[src/rtl/multi_config_counter_pkg.sv]
`default_nettype none
// ============================================================================
// Module      : multi_config_counter_pkg
// Description : Shared types, default constants and sizing helpers for the
//               multi-lane credit counter.
// Revision    : 1.0 - initial release
// ============================================================================
package multi_config_counter_pkg;

  localparam int unsigned DEF_COUNT_SZ = 10;
  localparam int unsigned DEF_MAX_VAL  = (1 << DEF_COUNT_SZ) - 1;

  typedef logic [DEF_COUNT_SZ-1:0] count_t;

  // Lane-select width; a single-lane build still gets a 1-bit select.
  function automatic int unsigned lane_sel_w(input int unsigned nch);
    return (nch > 1) ? unsigned'($clog2(nch)) : 1;
  endfunction

  function automatic int unsigned max_val_of(input int unsigned sz);
    return (1 << sz) - 1;
  endfunction

endpackage
`default_nettype wire

[src/rtl/multi_config_counter_if.sv]
`default_nettype none
// ============================================================================
// Module      : multi_config_counter_if
// Description : Strobe/config/read bundle shared between a credit-counter
//               block (slave) and its driver (master).
// Revision    : 1.0 - initial release
// ============================================================================
interface multi_config_counter_if
  import multi_config_counter_pkg::*;
#(
  parameter int unsigned NCH      = 4,
  parameter int unsigned COUNT_SZ = DEF_COUNT_SZ
);
  localparam int unsigned SEL_W = lane_sel_w(NCH);

  logic [NCH-1:0]          increment__ENA;
  logic [NCH*COUNT_SZ-1:0] increment_v;
  logic [NCH-1:0]          decrement__ENA;
  logic [NCH*COUNT_SZ-1:0] decrement_v;
  logic [NCH-1:0]          decrement__RDY;
  logic [NCH-1:0]          maybeDecrement__ENA;
  logic [NCH*COUNT_SZ-1:0] maybeDecrement_v;
  logic [NCH-1:0]          maybeDecrement;
  logic                    cfg__ENA;
  logic [SEL_W-1:0]        cfg_ch;
  logic [COUNT_SZ-1:0]     cfg_thresh;
  logic [NCH-1:0]          clear__ENA;
  logic [SEL_W-1:0]        read_sel;
  logic [COUNT_SZ-1:0]     read;
  logic [NCH-1:0]          positive;
  logic [NCH-1:0]          above;
  logic [NCH-1:0]          err;

  modport slave (
    input  increment__ENA, increment_v, decrement__ENA, decrement_v,
           maybeDecrement__ENA, maybeDecrement_v, cfg__ENA, cfg_ch,
           cfg_thresh, clear__ENA, read_sel,
    output decrement__RDY, maybeDecrement, read, positive, above, err
  );

  modport master (
    output increment__ENA, increment_v, decrement__ENA, decrement_v,
           maybeDecrement__ENA, maybeDecrement_v, cfg__ENA, cfg_ch,
           cfg_thresh, clear__ENA, read_sel,
    input  decrement__RDY, maybeDecrement, read, positive, above, err
  );

endinterface
`default_nettype wire

[src/rtl/multi_config_counter_lane.sv]
`default_nettype none
// ============================================================================
// Module      : config_counter_lane
// Description : One saturating credit counter with threshold register and
//               registered flags. Sticky error logic under
//               MULTI_CONFIG_COUNTER_ERR_EN.
// Revision    : 1.0 - initial release
// ============================================================================
module config_counter_lane
  import multi_config_counter_pkg::*;
#(
  parameter int unsigned COUNT_SZ = DEF_COUNT_SZ,
  parameter int unsigned INIT_VAL = 0,
  parameter int unsigned MAX_VAL  = max_val_of(COUNT_SZ)
) (
  input  wire logic                CLK,
  input  wire logic                nRST,
  input  wire logic                inc_ena,
  input  wire logic [COUNT_SZ-1:0] inc_v,
  input  wire logic                dec_ena,
  input  wire logic [COUNT_SZ-1:0] dec_v,
  output logic                     dec_rdy,
  input  wire logic                maybe_ena,
  input  wire logic [COUNT_SZ-1:0] maybe_v,
  output logic                     maybe_taken,
  input  wire logic                cfg_we,
  input  wire logic [COUNT_SZ-1:0] cfg_thresh,
  input  wire logic                clear,
  output logic [COUNT_SZ-1:0]      cnt,
  output logic                     positive,
  output logic                     above,
  output logic                     err
);

  localparam logic [COUNT_SZ-1:0] c_init    = COUNT_SZ'(INIT_VAL);
  localparam logic [COUNT_SZ-1:0] c_max     = COUNT_SZ'(MAX_VAL);
  localparam logic [COUNT_SZ:0]   c_max_ext = (COUNT_SZ+1)'(MAX_VAL);

  logic [COUNT_SZ-1:0] r_cnt;
  logic [COUNT_SZ-1:0] r_thresh;
  logic                r_positive;
  logic                r_above;

  logic [COUNT_SZ:0]   w_inc_ext;
  logic [COUNT_SZ:0]   w_dec_ext;
  logic [COUNT_SZ:0]   w_sum;
  logic                w_sat;
  logic                w_illegal;
  logic [COUNT_SZ-1:0] w_next;

  assign dec_rdy     = (r_cnt >= dec_v);
  // A guarded decrement strobe blocks the maybe path even when it is refused.
  assign maybe_taken = maybe_ena && !dec_ena && (r_cnt >= maybe_v);
  assign w_illegal   = dec_ena && !dec_rdy;

  always_comb begin
    w_inc_ext = '0;
    w_dec_ext = '0;
    if (inc_ena)              w_inc_ext = {1'b0, inc_v};
    if (dec_ena && dec_rdy)   w_dec_ext = {1'b0, dec_v};
    else if (maybe_taken)     w_dec_ext = {1'b0, maybe_v};
    // Extra bit holds cnt+inc; subtraction cannot underflow since dec<=cnt.
    w_sum = {1'b0, r_cnt} + w_inc_ext - w_dec_ext;
    w_sat = (w_sum > c_max_ext);
    if (clear)      w_next = c_init;
    else if (w_sat) w_next = c_max;
    else            w_next = w_sum[COUNT_SZ-1:0];
  end

  always_ff @(posedge CLK or negedge nRST) begin
    if (!nRST) begin
      r_cnt      <= c_init;
      r_thresh   <= c_max;
      r_positive <= (INIT_VAL > 0);
      r_above    <= (INIT_VAL == MAX_VAL);
    end else begin
      r_cnt      <= w_next;
      r_positive <= (w_next != '0);
      // Flags use the threshold in force this cycle, not one being written.
      r_above    <= (w_next >= r_thresh);
      if (cfg_we) r_thresh <= cfg_thresh;
    end
  end

`ifdef MULTI_CONFIG_COUNTER_ERR_EN
  logic r_err;

  always_ff @(posedge CLK or negedge nRST) begin
    if (!nRST)                     r_err <= 1'b0;
    else if (clear)                r_err <= 1'b0;
    else if (w_sat || w_illegal)   r_err <= 1'b1;
  end

  assign err = r_err;
`else
  assign err = 1'b0;
`endif

  assign cnt      = r_cnt;
  assign positive = r_positive;
  assign above    = r_above;

endmodule
`default_nettype wire

[src/rtl/multi_config_counter.sv]
`default_nettype none
// ============================================================================
// Module      : multi_config_counter
// Description : NCH independent credit counters with a shared config/read
//               port. Optional sticky errors: MULTI_CONFIG_COUNTER_ERR_EN.
// Revision    : 1.0 - initial release
// ============================================================================
module multi_config_counter
  import multi_config_counter_pkg::*;
#(
  parameter int unsigned NCH      = 4,
  parameter int unsigned COUNT_SZ = DEF_COUNT_SZ,
  parameter int unsigned INIT_VAL = 0,
  parameter int unsigned MAX_VAL  = max_val_of(COUNT_SZ)
) (
  input  wire logic             CLK,
  input  wire logic             nRST,
  multi_config_counter_if.slave bus
);

  localparam int unsigned SEL_W = lane_sel_w(NCH);

  logic [COUNT_SZ-1:0] w_cnt [NCH];
  logic [NCH-1:0]      w_cfg_we;

  for (genvar i = 0; i < NCH; i++) begin : g_lane
    localparam logic [SEL_W-1:0] c_idx = SEL_W'(i);

    // Out-of-range lane selects never match any lane and are dropped.
    assign w_cfg_we[i] = bus.cfg__ENA && (bus.cfg_ch == c_idx);

    config_counter_lane #(
      .COUNT_SZ (COUNT_SZ),
      .INIT_VAL (INIT_VAL),
      .MAX_VAL  (MAX_VAL)
    ) u_lane (
      .CLK         (CLK),
      .nRST        (nRST),
      .inc_ena     (bus.increment__ENA[i]),
      .inc_v       (bus.increment_v[i*COUNT_SZ +: COUNT_SZ]),
      .dec_ena     (bus.decrement__ENA[i]),
      .dec_v       (bus.decrement_v[i*COUNT_SZ +: COUNT_SZ]),
      .dec_rdy     (bus.decrement__RDY[i]),
      .maybe_ena   (bus.maybeDecrement__ENA[i]),
      .maybe_v     (bus.maybeDecrement_v[i*COUNT_SZ +: COUNT_SZ]),
      .maybe_taken (bus.maybeDecrement[i]),
      .cfg_we      (w_cfg_we[i]),
      .cfg_thresh  (bus.cfg_thresh),
      .clear       (bus.clear__ENA[i]),
      .cnt         (w_cnt[i]),
      .positive    (bus.positive[i]),
      .above       (bus.above[i]),
      .err         (bus.err[i])
    );
  end

  always_comb begin
    bus.read = '0;
    for (int i = 0; i < NCH; i++) begin
      if (bus.read_sel == SEL_W'(i)) bus.read = w_cnt[i];
    end
  end

endmodule
`default_nettype wire

[src/flat_wrapper.sv]
// flat-port wrapper written by rule: the top's interface ports become plain ports
module multi_config_counter_flat import multi_config_counter_pkg::*;
#(
  parameter int unsigned NCH      = 4,
  parameter int unsigned COUNT_SZ = DEF_COUNT_SZ,
  parameter int unsigned INIT_VAL = 0,
  parameter int unsigned MAX_VAL  = max_val_of(COUNT_SZ)
)
  (CLK, nRST, bus_increment__ENA, bus_increment_v, bus_decrement__ENA, bus_decrement_v, bus_maybeDecrement__ENA, bus_maybeDecrement_v, bus_cfg__ENA, bus_cfg_ch, bus_cfg_thresh, bus_clear__ENA, bus_read_sel, bus_decrement__RDY, bus_maybeDecrement, bus_read, bus_positive, bus_above, bus_err);
  multi_config_counter_if #(.NCH(NCH), .COUNT_SZ(COUNT_SZ)) bus_i ();
  input  wire logic CLK;
  input  wire logic nRST;
  input wire logic [$bits(bus_i.increment__ENA)-1:0] bus_increment__ENA;
  input wire logic [$bits(bus_i.increment_v)-1:0] bus_increment_v;
  input wire logic [$bits(bus_i.decrement__ENA)-1:0] bus_decrement__ENA;
  input wire logic [$bits(bus_i.decrement_v)-1:0] bus_decrement_v;
  input wire logic [$bits(bus_i.maybeDecrement__ENA)-1:0] bus_maybeDecrement__ENA;
  input wire logic [$bits(bus_i.maybeDecrement_v)-1:0] bus_maybeDecrement_v;
  input wire logic [$bits(bus_i.cfg__ENA)-1:0] bus_cfg__ENA;
  input wire logic [$bits(bus_i.cfg_ch)-1:0] bus_cfg_ch;
  input wire logic [$bits(bus_i.cfg_thresh)-1:0] bus_cfg_thresh;
  input wire logic [$bits(bus_i.clear__ENA)-1:0] bus_clear__ENA;
  input wire logic [$bits(bus_i.read_sel)-1:0] bus_read_sel;
  output wire logic [$bits(bus_i.decrement__RDY)-1:0] bus_decrement__RDY;
  output wire logic [$bits(bus_i.maybeDecrement)-1:0] bus_maybeDecrement;
  output wire logic [$bits(bus_i.read)-1:0] bus_read;
  output wire logic [$bits(bus_i.positive)-1:0] bus_positive;
  output wire logic [$bits(bus_i.above)-1:0] bus_above;
  output wire logic [$bits(bus_i.err)-1:0] bus_err;
  assign bus_i.increment__ENA = bus_increment__ENA;
  assign bus_i.increment_v = bus_increment_v;
  assign bus_i.decrement__ENA = bus_decrement__ENA;
  assign bus_i.decrement_v = bus_decrement_v;
  assign bus_i.maybeDecrement__ENA = bus_maybeDecrement__ENA;
  assign bus_i.maybeDecrement_v = bus_maybeDecrement_v;
  assign bus_i.cfg__ENA = bus_cfg__ENA;
  assign bus_i.cfg_ch = bus_cfg_ch;
  assign bus_i.cfg_thresh = bus_cfg_thresh;
  assign bus_i.clear__ENA = bus_clear__ENA;
  assign bus_i.read_sel = bus_read_sel;
  assign bus_decrement__RDY = bus_i.decrement__RDY;
  assign bus_maybeDecrement = bus_i.maybeDecrement;
  assign bus_read = bus_i.read;
  assign bus_positive = bus_i.positive;
  assign bus_above = bus_i.above;
  assign bus_err = bus_i.err;
  multi_config_counter #(.NCH(NCH), .COUNT_SZ(COUNT_SZ), .INIT_VAL(INIT_VAL), .MAX_VAL(MAX_VAL)) u_core (.CLK(CLK), .nRST(nRST), .bus(bus_i));
endmodule
[config.mk]
export PLATFORM = sky130hd
export DESIGN_NAME = multi_config_counter_flat
export DESIGN_NICKNAME = d
export VERILOG_FILES = /design/src/rtl/multi_config_counter_pkg.sv /design/src/rtl/multi_config_counter_if.sv /design/src/rtl/multi_config_counter_lane.sv /design/src/rtl/multi_config_counter.sv /design/src/flat_wrapper.sv
export SDC_FILE = /design/constraint.sdc
export NUM_CORES = 1
export LEC_CHECK = 0
export BUFFER_PORTS_ARGS = -buffer_cell sky130_fd_sc_hd__buf_2
export CAP_MARGIN = 20
export CORE_MARGIN = 4
export CORE_UTILIZATION = 40
export DETAILED_ROUTE_END_ITERATION = 8
export REMOVE_ABC_BUFFERS = 1
export SYNTH_ARGS = -nofsm -noshare
export SYNTH_HDL_FRONTEND = slang
export SYNTH_SLANG_ARGS = --single-unit
[constraint.sdc]
create_clock -name CLK -period 16.85 [get_ports CLK]
set_input_delay 3.37 -clock CLK [delete_from_list [all_inputs] [get_ports CLK]]
set_output_delay 3.37 -clock CLK [all_outputs]
set_load 0.03 [all_outputs]
==> results of run 1 <==
[power groups by stage]
stage                     Sequential [mW]  Clock [mW]  Combinational [mW]
final                               0.427       0.194                1.90
after global routing                0.438       0.208                2.15
after CTS                           0.430       0.198                1.90
after detailed placement            0.434           0                1.89
after global placement              0.434           0                1.87
after floorplan                     0.370           0                1.48
[final cells by class]
cell class	instances	share of cell area, %
multi-input cells	755	59.7
flip-flops and latches	88	19.9
repair buffers	180	8.05
inverters	185	6.13
well taps	324	3.58
clock buffers	14	2.52
clock inverters	2	0.0884
[sequential cells by signal, summed over array words and instances, names as in the netlist]
| name | cells |
|---|---|
| u_core.g_lane.u_lane.cnt | 40 |
| u_core.g_lane.u_lane.r_thresh | 40 |
| u_core.g_lane.u_lane.positive | 4 |
| u_core.g_lane.u_lane.above | 4 |
[routing by layer]
metal | global-route usage [%] | vias up | part of all wire, %
met5 | 0 | - | 0.049
met4 | 3.01 | 2 | 1.0
met3 | 3.36 | 21 | 4.8
met2 | 29.9 | 242 | 45
met1 | 28.1 | 3982 | 49
li1 | - | 4102 | -
[cells by family after synthesis]
| family | Yosys count | share of synthesized area [%] |
|---|---|---|
| compound gates | 286 | 20.3 |
| xor+xnor | 24 | 2.11 |
| fa+ha+maj | 204 | 28.6 |
| buf+inv | 234 | 9.75 |
| flops | 88 | 22.6 |
| mux | 42 | 5.86 |
| other cells | 1 | 0.0376 |
| simple gates | 195 | 10.7 |
[through the flow]
step | cells | util (%) | power [mW] | hold slack, ps | setup WS, ps
finish | 1548 | 46.3 | 2.52 | 507 | 8140
global route | 1548 | 46.3 | 2.80 | 521 | 7700
CTS | 1547 | 46.3 | 2.53 | 512 | 8150
detailed placement | 1531 | 45.1 | 2.32 | 499 | 7800
global placement | 1531 | 45.1 | 2.30 | 501 | 7800
floorplan | 1028 | - | 1.85 | 480 | 8150
[worst max-delay path, stage by stage]
cell	delay [ps]
buf_2	100
inv_1	40
ha_1	190
or4_1	540
a21oi_1	120
a41oi_1	390
a32o_1	430
ha_1	290
inv_1	70
ha_1	190
inv_1	70
fa_1	400
and2b_4	280
o2111a_2	260
nor3_2	70
nor4_1	500
o21ai_0	280
ha_1	320
nand2b_1	140
a21o_1	170
a21o_1	170
a211o_1	280
a21oi_1	170
o31ai_1	80
[worst max-delay path by stage]
| stage | start | end | slack [ps] | cells after the start |
|---|---|---|---|---|
| 3_5_place_dp | bus_decrement_v[8] | u_core.g_lane[0].u_lane.above$_DFF_PN0_ | 7800 | 24 |
| 3_3_place_gp | bus_decrement_v[8] | u_core.g_lane[0].u_lane.above$_DFF_PN0_ | 7800 | 21 |
| 6_report | bus_decrement_v[8] | u_core.g_lane[0].u_lane.above$_DFF_PN0_ | 8140 | 24 |
| 5_1_grt | bus_maybeDecrement_v[39] | u_core.g_lane[3].u_lane.above$_DFF_PN0_ | 7700 | 20 |
| 2_1_floorplan | bus_decrement_v[8] | u_core.g_lane[0].u_lane.above$_DFF_PN0_ | 8150 | 20 |
| 4_1_cts | bus_decrement_v[8] | u_core.g_lane[0].u_lane.above$_DFF_PN0_ | 8150 | 21 |
[layout by cell type (no fill, tap or decap), types with 13 or more instances in the layout]
master    count
dfrtp_1      48
a211oi_1     13
nand3_1      14
o21ai_0      41
buf_2       177
nand2b_1     22
ha_1        164
nand2_1      43
mux2_2       31
o211ai_1     13
inv_1       185
nor2_1       32
a21oi_1      68
fa_1         40
a32o_1       18
and2_1       24
a21o_1       30
a32oi_1      24
dfstp_2      40
o21a_1       14
==> summary.txt, run 1 <==
Logic synthesis
  – Ys flop type: dfrtp_1
  – #FFs+latches synth: slightly below 90
  – YS warnings: 0
  – Sequential share of the synthesized area: 22.6%
  – Post-synth EDFFs: 0
  – Most common cell in the synthesized netlist: inv_1
  – Number of library cell types mapped by synthesis: 76
  – Syn Std Cell Area: 0.00998 mm2
  – Largest area contributor in the netlist: ha_1
  – Async set-or-reset flop fraction in the synthesized netlist: between 90% and 100%
  – Top-area cell type share of the netlist area: approximately a fifth
  – Post-synthesis cell count: approximately 1,100
  – Top post-synthesis cells by count: 185 x inv_1, 164 x ha_1, 68 x a21oi_1
  – Area contributors post-synth: ha_1 21%, dfrtp_1 12%, dfstp_2 11%, fa_1 8.0%, inv_1 7.0%
  – Mean Syn Cell Area: 9.29 um2

CTS
  – TritonCTS clock tree: done
  – CTS Hold Bufs: 0
  – CTS Buf Count: 9
  – Clk_lat worst skew: 340 ps
  – Clock sink count: 88
  – PostCTS Resize Cnt: 0
  – Longest Clk Path Bufs: 2
  – H-tree depth: 3
  – Setup bufs post-CTS: 0
  – Root buf cell: clkbuf_16
  – Clk slew on worst S/H paths: 60 ps

Setup path
  – WP data required: 17,060 ps
  – Flop2flop setup slack: 10,760 ps
  – Kind of critical path: input pin to register
  – Crit path capture type: register
  – Reg2Reg Depth: 18
  – R2R Path Start: u_core.g_lane[3].u_lane.cnt[9]$_DFF_PN0_
  – Worst-path fanout max: 11
  – Crit path arrival time: approximately 8900 ps
  – Worst R2R End: u_core.g_lane[3].u_lane.above$_DFF_PN0_
  – CP startpoint kind: input pin

Power
  – Gate power share: 75.4%
  – Clock power share: 7.7%
  – Psw: between 1 and 1.5 mW
  – Max IR drop VDD: 0.0641 mV
  – Reg power frac: between 10% and 20%
  – Static leakage power: 5.76 nW
  – Internal: 1.24 mW
  – P per Cell Area: 223 mW/mm2
  – Switching part of the total power: between 50% and 60%

Global route
  – Antenna violations before repair: 1
  – Vias in the first global route: slightly above 8,000
  – GRT Total Usage: 19.1%
  – First-pass GRT wire length: roughly 43,000 um
  – Largest net degree at the start of global routing: 53
  – Gr ovfl total: 0

Placement
  – DP Area: between 0.01 and 0.015 mm2
  – RD Place Congestion: 0.862
  – Hpwl dp: roughly 22,000 um
  – Count of buffers from port buffering: 178

Final layout
  – Design area: 0.0113 mm2
  – Share of layout cells above drive strength 1: between 20% and 30%
  – Number of fill cells: 2,392
  – Ant diodes: 0
  – Final net count: approximately 1,600
  – Area growth from synthesis to layout: 13.5%
  – Sequential cell area: about 0.0023 mm2
  – Area occupied by multi-input gates: 0.00677 mm2

STA
  – Fmax: between 0.1 and 0.15 GHz
  – Final worst path period need: 8710 ps
  – Hold Vio Cnt, Final: 0
  – Max-slew headroom: about 40%
  – Skew final: between 5 and 6 ps
  – Final Max Slew Viols: 0
  – RSZ-0062 raised after global routing: false
  – Final Cycle Share: 51.7%
  – Worst-margin pin slew: 910 ps
  – Final setup TNS: 0 ps
  – Setup Viol. Count Final: 0

Die
  – Core area: 0.0245 mm2
  – Boundary Pins: 183
  – DIE HEIGHT: 166 um
  – Die area: 0.0275 mm2
  – Starting Density: between 40 and 50%
  – Die Width: 166 um
  – Num rows: 57

Route
  – Per-cell routed wire length: roughly 17 um
  – Post-DRT Antenna Nets: 0
  – Post-DR vias/cell: 5.39
  – Routed via count: 8,349
  – DRT Pass-1 Iters: 5
  – DRC viols: 0
  – Initial DRC count: 568
  – Final wirelength: 26,800 um

Worst hold path
  – Min-delay worst type: register to register
  – Hold Path Stages: 2
  – Worst Hold End: u_core.g_lane[0].u_lane.r_thresh[4]$_DFFE_PN1P_
  – Hold_sp: u_core.g_lane[0].u_lane.r_thresh[4]$_DFFE_PN1P_

Run status
  – Status: finished, final reports clean

Flow run
  – MaxCap Viol Count: 0
Note: power is estimated with default switching activity, not from simulation.
==> run 2, diff against run 1 <==
clock period = 8.5 ns   (was 16.85 ns; I/O delays follow)
==> run 2 against run 1 <==
  * Final area shrank 0.34%
  * Clock power rose by 85%
  * Global-route usage rose by 0.053 points
  * Wire length grew 0.14%
  * First-iteration DRC count down 5.1%
  * Die area is the same
  * Hold slack improved by 9.0 ps
  * Via count down 1.2%
  * Critical endpoint unchanged
  * Largest cell class unchanged
==> summary.txt, run 2 (same netlist as run 1, synthesis figures left out) <==
Final layout
  – Most frequent cells in the layout: 185 x inv_1, 177 x buf_2, 164 x ha_1, 68 x a21oi_1, 48 x dfrtp_1
  – Ant diodes: 0
  – Area growth from synthesis to layout: 13.2%
  – Final net count: 1,575
  – Core Util, Final: 46.1%
  – Design area: 0.0113 mm2
  – Share of layout cells above drive strength 1: 24.1%
  – Commonest non-fill, non-tap cell in the layout: inv_1

STA
  – Hold Vio Cnt, Final: 0
  – Worst hold slack: 516 ps
  – Final Cycle Share: a little over 80%
  – Final setup TNS: 0 ps
  – Final worst slack: between 1000 and 1500 ps
  – Setup Viol. Count Final: 0
  – Max-slew headroom: between 30% and 40%
  – RSZ-0062 raised after global routing: false
  – Final worst path period need: between 7000 and 8000 ps
  – Skew final: 5.59 ps
  – Fmax: 0.142 GHz
  – Final Max Slew Viols: 0
  – Worst-margin pin slew: 1030 ps

Route
  – Final wirelength: 26,800 um
  – Post-DRT Antenna Nets: 0
  – Met1 Wirelength: 13,100 um
  – Uppermost layer routed: met5
  – DRT Pass-1 Iters: 5
  – Routed via count: 8,247
  – DRC viols: 0
  – Post-DR vias/cell: 5.33
  – Per-cell routed wire length: 17.3 um
  – Routed wl met2: 11,900 um
  – Met3 wire length: 1520 um
  – Initial DRC count: between 500 and 600

Setup path
  – CP endpoint: u_core.g_lane[0].u_lane.above$_DFF_PN0_
  – R2R Path Start: u_core.g_lane[3].u_lane.cnt[9]$_DFF_PN0_
  – Worst-path fanout max: 11
  – WP data required: 8710 ps
  – Crit-path cells: buf_2 > inv_1 > ha_1 > or4_1 > a21oi_1 > a41oi_1 > a32o_1 > ha_1 > inv_1 > ha_1 > inv_1 > fa_1 > and2b_4 > o2111a_2 > nor3_2 > nor4_1 > o21ai_0 > ha_1 > nand2b_1 > a21o_1 > a21o_1 > a211o_1 > a21oi_1 > o31ai_1
  – Reg2Reg Depth: 18
  – Kind of critical path: input pin to register
  – CP startpoint kind: input pin
  – Cell mode on critical path: ha_1
  – CP bufs+invs: 4
  – Crit path arrival time: 7240 ps
  – Slowest stage delay, CP: about 530 ps
  – CP Launch Point: bus_decrement_v[8]
  – Flop2flop setup slack: 2420 ps
  – Crit path depth: 24
  – CP max-delay cell: or4_1
  – Crit path capture type: register
  – Worst R2R End: u_core.g_lane[3].u_lane.above$_DFF_PN0_
  – CP delay by family, top: compound AO/OA/AOI/OAI gates

CTS
  – Clk_lat worst skew: roughly 330 ps
  – Setup bufs post-CTS: 0
  – PostCTS Resize Cnt: 0
  – CTS Hold Bufs: 0
  – CTS Buf Count: 9
  – TritonCTS clock tree: done
  – Clock sink count: 88
  – Clk slew on worst S/H paths: 60 ps
  – Root buf cell: clkbuf_16
  – H-tree depth: 3
  – Longest Clk Path Bufs: 2

Placement
  – Hpwl dp: 22,400 um
  – RD Place Congestion: 0.862
  – Pre-CTS WS: 1120 ps
  – DP Area: 0.0110 mm2
  – Count of buffers from port buffering: ~180

Die
  – Die Width: 166 um
  – Core area: about 0.024 mm2
  – Boundary Pins: 183
  – DIE HEIGHT: 166 um
  – Die area: 0.0275 mm2
  – Starting Density: 40.8%
  – Num rows: 57

Flow run
  – MaxCap Viol Count: 0

Global route
  – Antenna violations before repair: 1
  – Vias in the first global route: about 8,000
  – Gr ovfl total: 0
  – Largest net degree at the start of global routing: 53
  – GRT Total Usage: 19.1%
  – First-pass GRT wire length: 43,100 um

Power
  – Static leakage power: 5.74 nW
  – Max IR drop VDD: 0.146 mV
  – P per Cell Area: 441 mW/mm2

Worst hold path
  – Min-delay worst type: register to register

Run status
  – Status: finished, final reports clean
==> run 2: area by class of cell <==
cell class | instances | area (um2)
Tap cell | 324 | 405
Multi-Input combinational cell | 755 | 6770
Clock inverter | 3 | 17.5
Sequential cell | 88 | 2250
Timing Repair Buffer | 179 | 901
Clock buffer | 13 | 250
Inverter | 185 | 694
Fill cell | 2416 | 13200
==> run 2: metrics by stage <==
step	power [mW]	std cells
global route	5.53	1547
global placement	4.56	1531
detailed placement	4.61	1531
floorplan	3.67	1028
CTS	5.00	1547
finish	4.97	1547
==> run 2: layer usage <==
layer  vias to the layer above  global-route usage (%)
li1                       4103                       -
met3                        25                    3.62
met2                       225                    29.9
met4                         2                    3.05
met1                      3892                    28.1
met5                         -                       0
==> run 2: how the worst min path moves through the flow <==
| stage | from | end | slack [ps] | cells past startpoint |
|---|---|---|---|---|
| 4_1_cts | u_core.g_lane[0].u_lane.r_thresh[4]$_DFFE_PN1P_ | u_core.g_lane[0].u_lane.r_thresh[4]$_DFFE_PN1P_ | 510 | 2 |
| 3_3_place_gp | u_core.g_lane[0].u_lane.r_thresh[2]$_DFFE_PN1P_ | u_core.g_lane[0].u_lane.r_thresh[2]$_DFFE_PN1P_ | 500 | 2 |
| 6_report | u_core.g_lane[0].u_lane.r_thresh[4]$_DFFE_PN1P_ | u_core.g_lane[0].u_lane.r_thresh[4]$_DFFE_PN1P_ | 520 | 2 |
| 3_5_place_dp | u_core.g_lane[0].u_lane.r_thresh[4]$_DFFE_PN1P_ | u_core.g_lane[0].u_lane.r_thresh[4]$_DFFE_PN1P_ | 500 | 2 |
| 2_1_floorplan | u_core.g_lane[0].u_lane.r_thresh[1]$_DFFE_PN1P_ | u_core.g_lane[0].u_lane.r_thresh[1]$_DFFE_PN1P_ | 480 | 2 |
| 5_1_grt | u_core.g_lane[0].u_lane.r_thresh[4]$_DFFE_PN1P_ | u_core.g_lane[0].u_lane.r_thresh[4]$_DFFE_PN1P_ | 520 | 2 |
==> run 2: worst register-to-register path: cells and delay by family (launching register included) <==
family	cells	cell delay, ps
AOI/OAI and AO/OA	12	3280
xor gates and xnor gates	1	630
adders and majority gates	4	1380
DFF	1	540
and+or+nand+nor	1	140
==> run 2: report_power, final <==
group	switching [mW]	leakage, nW	internal (mW)	total, mW
Sequential	0.251	1.01	0.598	0.849
Clock	0.154	0.130	0.205	0.359
Combinational	2.13	4.60	1.63	3.77
